--- config.mk ---
export PLATFORM = sky130hd
export DESIGN_NAME = vga_plot_arbiter
export DESIGN_NICKNAME = d
export VERILOG_FILES = /design/src/rtl/vga_plot_arbiter.sv
export SDC_FILE = /design/constraint.sdc
export NUM_CORES = 1
export LEC_CHECK = 0
export CAP_MARGIN = 0
export CORE_UTILIZATION = 51
export DETAILED_ROUTE_END_ITERATION = 16
export PLACE_DENSITY = 0.85
export SLEW_MARGIN = 20
export SYNTH_ARGS = -nofsm -noshare
export SYNTH_HDL_FRONTEND = slang
export SYNTH_SLANG_ARGS = --single-unit
--- constraint.sdc ---
create_clock -name clock -period 2.95 [get_ports clock]
set_clock_uncertainty 0.15 [all_clocks]
set_input_delay 0.885 -clock clock [delete_from_list [all_inputs] [get_ports clock]]
set_output_delay 0.885 -clock clock [all_outputs]
set_load 0.02 [all_outputs]
--- src/rtl/vga_plot_arbiter.sv ---
// Merges the text and game-graphics pixel streams onto the VGA adapter write port,
// clips off-screen pixels and provides a raster clear-screen sweep.
module vga_plot_arbiter #(
  parameter int XW = 8,
  parameter int YW = 9,
  parameter int H_RES = 160,
  parameter int V_RES = 120,
  parameter int CW = 3,
  parameter logic [CW-1:0] CLEAR_COLOUR = 3'b000
) (
  input  logic          clock,
  input  logic          resetn,
  input  logic [XW-1:0] text_x,
  input  logic [YW-1:0] text_y,
  input  logic [CW-1:0] text_colour,
  input  logic          text_valid,
  output logic          text_ready,
  input  logic [XW-1:0] gfx_x,
  input  logic [YW-1:0] gfx_y,
  input  logic [CW-1:0] gfx_colour,
  input  logic          gfx_valid,
  output logic          gfx_ready,
  input  logic          clear_req,
  output logic          clear_busy,
  output logic          clear_done,
  output logic [XW-1:0] vga_x,
  output logic [YW-1:0] vga_y,
  output logic [CW-1:0] vga_colour,
  output logic          vga_plot,
  output logic [15:0]   drop_count
);

  localparam logic GRANT_TEXT = 1'b0;
  localparam logic GRANT_GFX  = 1'b1;
  localparam logic [XW:0]   X_LIM  = (XW+1)'(H_RES);
  localparam logic [YW:0]   Y_LIM  = (YW+1)'(V_RES);
  localparam logic [XW-1:0] X_LAST = XW'(H_RES - 1);
  localparam logic [YW-1:0] Y_LAST = YW'(V_RES - 1);

  // S_DRAIN is the cycle the final clear write is on the bus; sources stay stalled.
  typedef enum logic [1:0] {S_RUN, S_CLEAR, S_DRAIN} stateT;

  stateT state, stateNext;
  logic lastGrant;
  logic textReady, gfxReady;
  logic [XW-1:0] xCnt, vgaX, selX;
  logic [YW-1:0] yCnt, vgaY, selY;
  logic [CW-1:0] vgaColour, selColour;
  logic vgaPlot;
  logic [15:0] dropCount;
  logic accept, inRange, sweepLast;

  assign sweepLast = (xCnt == X_LAST) && (yCnt == Y_LAST);

  always_ff @(posedge clock or negedge resetn) begin
    if (!resetn) state <= S_RUN;
    else         state <= stateNext;
  end

  always_comb begin
    stateNext = state;
    textReady = 1'b0;
    gfxReady  = 1'b0;
    case (state)
      S_RUN: begin
        if (clear_req) begin
          stateNext = S_CLEAR;
        end else begin
          textReady = text_valid && (!gfx_valid || lastGrant == GRANT_GFX);
          gfxReady  = gfx_valid && (!text_valid || lastGrant == GRANT_TEXT);
        end
      end
      S_CLEAR: if (sweepLast) stateNext = S_DRAIN;
      S_DRAIN: stateNext = S_RUN;
      default: stateNext = S_RUN;
    endcase
  end

  assign accept    = textReady || gfxReady;
  assign selX      = gfxReady ? gfx_x : text_x;
  assign selY      = gfxReady ? gfx_y : text_y;
  assign selColour = gfxReady ? gfx_colour : text_colour;
  assign inRange   = ({1'b0, selX} < X_LIM) && ({1'b0, selY} < Y_LIM);

  always_ff @(posedge clock or negedge resetn) begin
    if (!resetn) begin
      lastGrant <= GRANT_GFX;
      xCnt      <= '0;
      yCnt      <= '0;
      vgaX      <= '0;
      vgaY      <= '0;
      vgaColour <= '0;
      vgaPlot   <= 1'b0;
      dropCount <= '0;
    end else begin
      vgaPlot <= 1'b0;
      if (state == S_CLEAR) begin
        vgaX      <= xCnt;
        vgaY      <= yCnt;
        vgaColour <= CLEAR_COLOUR;
        vgaPlot   <= 1'b1;
        if (xCnt == X_LAST) begin
          xCnt <= '0;
          yCnt <= yCnt + 1'b1;
        end else begin
          xCnt <= xCnt + 1'b1;
        end
      end else begin
        xCnt <= '0;
        yCnt <= '0;
      end
      // Off-screen pixels are still consumed so upstream never stalls on them.
      if (accept) begin
        lastGrant <= gfxReady;
        if (inRange) begin
          vgaX      <= selX;
          vgaY      <= selY;
          vgaColour <= selColour;
          vgaPlot   <= 1'b1;
        end else if (dropCount != 16'hFFFF) begin
          dropCount <= dropCount + 16'd1;
        end
      end
    end
  end

  assign text_ready = textReady;
  assign gfx_ready  = gfxReady;
  assign clear_busy = (state != S_RUN);
  assign clear_done = (state == S_DRAIN);
  assign vga_x      = vgaX;
  assign vga_y      = vgaY;
  assign vga_colour = vgaColour;
  assign vga_plot   = vgaPlot;
  assign drop_count = dropCount;

endmodule
# Yosys cells after proc, flatten, opt, wreduce, memory -nomap -nowiden
# Cells that the tools add are included.
# Widths: inputs -> output; s select.
[word_totals]
mem_bits_ro = 0
wordCells = 63
input_bits = 45
latch_bits = 0
regBits = 57
ramBits = 0
mem_count = 0
[classes]
n_addsub = 3
div_mod_pow = 0
eq_ne = 8
shifts = 0
n_bitwise = 2
multipliers = 0
reduce_logical = 13
muxes = 26
magnitude_cmp = 2
[op_table]
columns = ["cell", "n"]
rows = [
  ["$mux 9", 6],
  ["$mux 8", 6],
  ["$add 16x1->16 const B", 1],
  ["$ne 16x16->1 const B", 1],
  ["$mux 3", 4],
  ["$add 9x1->9 const B", 1],
  ["$eq 9x7->1 const B", 1],
  ["$lt 9x7->1 const B", 1],
  ["$add 8x1->8 const B", 1],
  ["$eq 8x8->1 const B", 1],
  ["$lt 8x8->1 const B", 1],
  ["$mux 1", 7],
  ["$ne 2x2->1 const B", 3],
  ["$logic_and 1x1->1", 4],
  ["$mux 2", 2],
  ["$pmux 2 s2", 1],
  ["$logic_or 1x1->1", 3],
  ["$reduce_and 3->1", 1],
  ["$eq 2x1->1 const B", 1],
  ["$eq 2x2->1 const B", 1],
  ["$logic_not 1->1", 2],
  ["$logic_not 2->1", 1],
  ["$not 1->1", 2],
  ["$reduce_and 2->1", 1],
  ["$reduce_bool 2->1", 1],
]

# Depth between registers and ports, before layout
# Gate-level depths: netlist (run 1).
[depth]
depth_word = 10
mapped_depth = 7
depth_no_buf = 7

# Least setup slack after synthesis (run 1)
# OpenSTA, ideal clock, no wires.
[synth_timing]
path_type = "input -> output"
startpoint = "in clear_req"
endpoint = "out gfx_ready"
cell_stages = 4
path_buffers = 1
slack_ns = 0.352
required_ns = 1.915
arrival_ns = 1.563
path_cell_list = "nor3_4 > nand3_2 > inv_2 > buf_2"
[synth_via]
elab_chain_cells = 2
[synth_lines]
columns = ["element", "line_no", "rtl"]
rows = [
  ["start, declared", "23", "input logic clear_req,"],
  ["$mux 1", "66", "if (clear_req) begin"],
  ["$mux 1", "64", "case (state)"],
  ["end, declared", "22", "output logic gfx_ready,"],
]
# Every way passes these cells.

# Final worst setup path (run 1)
[layout_timing]
startpoint = "in text_valid"
endpoint = "out gfx_ready"
[layout_via]
elab_chain_cells = 5
[layout_lines]
columns = ["element", "line_no", "rtl"]
rows = [
  ["start, declared", "16", "input logic text_valid,"],
  ["$logic_not 1->1", "70", "gfxReady = gfx_valid && (!text_valid || lastGrant == GRANT_TEXT);"],
  ["$logic_or 1x1->1", "70", ""],
  ["$logic_and 1x1->1", "70", ""],
  ["$mux 1", "66", ""],
  ["$mux 1", "64", ""],
]
# Every way passes these cells.

==> impl_metrics.toml, run 1 <==
[status]
outcome = "complete, no violations"

[setup_path]
crit_type = "in -> out"
arrival_ns = 1.82
crit_chain = "clkdlybuf4s50_1, nand2_1, nand3_2, inv_2, buf_4"
worstSetupEndpointType = "output pin"
regToRegSetupSlack_ns = 0.78
crit_slowest_cell = "clkdlybuf4s50_1"
path_max_fanout = 4
ff2ff_path_depth = 6
regToRegStartpoint = "state[0]"
max_stage_delay_ns = 0.51
required_ns = 1.92
r2r-end = "drop_count[1]"
startpoint = "text_valid"
start_kind = "input port"
endpoint = "gfx_ready"

[routing]
vias_per_cell = 5.65
drt_wl_total_um = 7980
wl_per_cell_um = 16.1
postRouteAntennaNets = 0
drt_first_pass_iters = 4
drc = 0
detail_route.iter0.violations = 221
vias = 2808

[placement]
dp_hpwl_um = 5720
place_area_sq_um = 3990
dp_slack_ns = -0.500
dp.cells = 481
io_buffers = 85
place_congestion = 0.837

[cells_and_area]
utilization_pct = 74.9
final_cells = 497
n_antenna_cell = 0
seq_area_sq_um = 1430
stdcell_area_sq_um = 4170
multi_input_area_sq_um = 1450
final_common_cell = "clkdlybuf4s50_1"
nets = 468
nFillCells = 410
final_cell_mix = "clkdlybuf4s50_1, nand2_1, dfrtp_1"
drive_gt1_share_pct = 11.5
area_delta_synth_final_pct = 40.5

[sta]
finalHoldViolCount = 0
relSlewSlack_pct = 60.9
max_freq_ghz = 0.350
setup_viol = 0
tightestPinTransition_ns = 0.586
fin_ws_ns = 0.0933
min_period_ns = 2.86
rsz0062_at_grt = "no"
slew_violations = 0
fin_crit_sh_pct = 96.8

[clock_network]
clkTransAtPathRegs_ns = 0.06
root_buffer = "clkbuf_8"
cts.sinks = 57
clock_path_buffers = 2
cts_tree = "yes"
htree_levels = 3
clk_latency_ns = 0.34
cts_buffers = 9

[grt]
gr-total-overflow = 0
antenna_found_initial = 0
grt.total_usage_pct = 28.9
grt_max_degree = 35
grt_pass1_vias = 2857
grt_pass1_wl_um = 13500

[power_and_ir_drop]
total_power_mw = 2.17
cellPowerDensity_nw_per_um2 = 520
max-vdd-ir-drop_uv = 371
p_leak_nw = 1.87

[floorplanning]
die_y_um = 78.3
fp.coreArea_sq_um = 5570
rows = 27
initial_core_util_pct = 53.3
ioPinCount = 86
dieArea_sq_um = 6130
die_w_um = 78.3

[synthesis]
synth_top_flop_cell = "dfrtp_1"
yosysSeqAreaShare_pct = 48.1
synth.net_count = 366
synth-edff-count = 0
synthCells = 318
syn_area_sq_um = 2970
synth.distinct_cells = 48
avgSynthCellArea_sq_um = 9.34
synth_seq_cells = 57
yosys_warnings = 0
synth_async_sr_flop_share_pct = 100

[run]
drv_cap = 0

[worst_hold_path]
hp-class = "reg -> reg"
-- report_power, final --
group | switching (mW) | internal (mW) | leakage (nW) | total (mW)
Sequential | 0.103 | 0.891 | 0.741 | 0.994
Clock | 0.308 | 0.411 | 0.0974 | 0.719
Combinational | 0.216 | 0.241 | 1.03 | 0.457
Total | 0.627 | 1.54 | 1.87 | 2.17
-- state kept, by name (all words and copies together), names as in the netlist --
| register | count |
|---|---|
| drop_count | 16 |
| vga_x | 8 |
| yCnt | 9 |
| vga_y | 9 |
| state | 2 |
| vga_colour | 3 |
| vga_plot | 1 |
| lastGrant | 1 |
| xCnt | 8 |
-- logic make-up (layout without fill, tap and decap cells) --
family	after synthesis	after routing	share of synthesized area, %
and+or+nand+nor	168	168	28.9
DFF	57	57	48.1
AOI/OAI and AO/OA	38	38	9.01
xor gates and xnor gates	27	27	7.96
buffers and inverters	20	127	3.03
muxes	5	5	1.77
adders and majority gates	3	3	1.26
-- synth_stat cells, types with 6 or more instances --
cell / number / share of area, %
xnor2_1: 14 / 4.1
nand3_1: 17 / 2.9
xor2_1: 13 / 3.8
nor2_1: 23 / 2.9
inv_1: 8 / 1.0
a21oi_1: 6 / 1.0
a31oi_1: 15 / 3.2
dfrtp_1: 56 / 47
o21ai_0: 6 / 1.0
nand4_1: 9 / 1.9
nand2_1: 70 / 8.8
and3_1: 19 / 4.0
nor3_1: 6 / 1.0
-- area by class of cell --
cell class,instances,area share (%)
sequential,57,34.2
inverter,9,0.810
clock inverter,3,0.960
tap,72,2.16
timing repair buffer,102,23.5
multi-input combinational,241,34.8
clock buffer,13,3.57
-- routing by layer --
metal | global-route usage [%] | wire length, um
met3 | 7.56 | 636
met5 | 0 | 0
met1 | 36.1 | 3360
met4 | 15.6 | 191
met2 | 45.8 | 3790
-- worst max-delay path, delay by kind of cell --
kind | cells | cell delay, ns
buffers and inverters | 3 | 0.72
and+or+nand+nor | 2 | 0.21
-- repair_timing --
action,4_1_cts,5_1_grt
endpoints found under the setup margin,2,1
gates resized for setup,10,1
pin swaps,3,0
hold buffers,0,0
buffers inserted,0,0
-- through the flow --
step | hold WS, ns | TNS, ns
finish | 0.345 | 0
global route | 0.378 | 0
detailed placement | 0.337 | -1.05
CTS | 0.351 | 0
floorplan | 0.317 | 0
global placement | 0.327 | -0.958
-- worst min path at each step --
stage	slack, ns	cells past startpoint	endpoint	start
global placement	0.33	1	vga_y[0]	vga_y[0]
floorplan	0.32	1	xCnt[0]	xCnt[0]
CTS	0.35	1	vga_y[0]	vga_y[0]
detailed placement	0.34	1	vga_y[0]	vga_y[0]
global route	0.38	1	vga_y[0]	vga_y[0]
finish	0.34	1	vga_y[0]	vga_y[0]
(Power assumes the default switching activity.)
==> inputs of run 2 (changes only) <==
CAP_MARGIN = not set   (was 0)
==> results of run 2 <==
The final DEF is identical to that of run 1; final timing and power are the same.
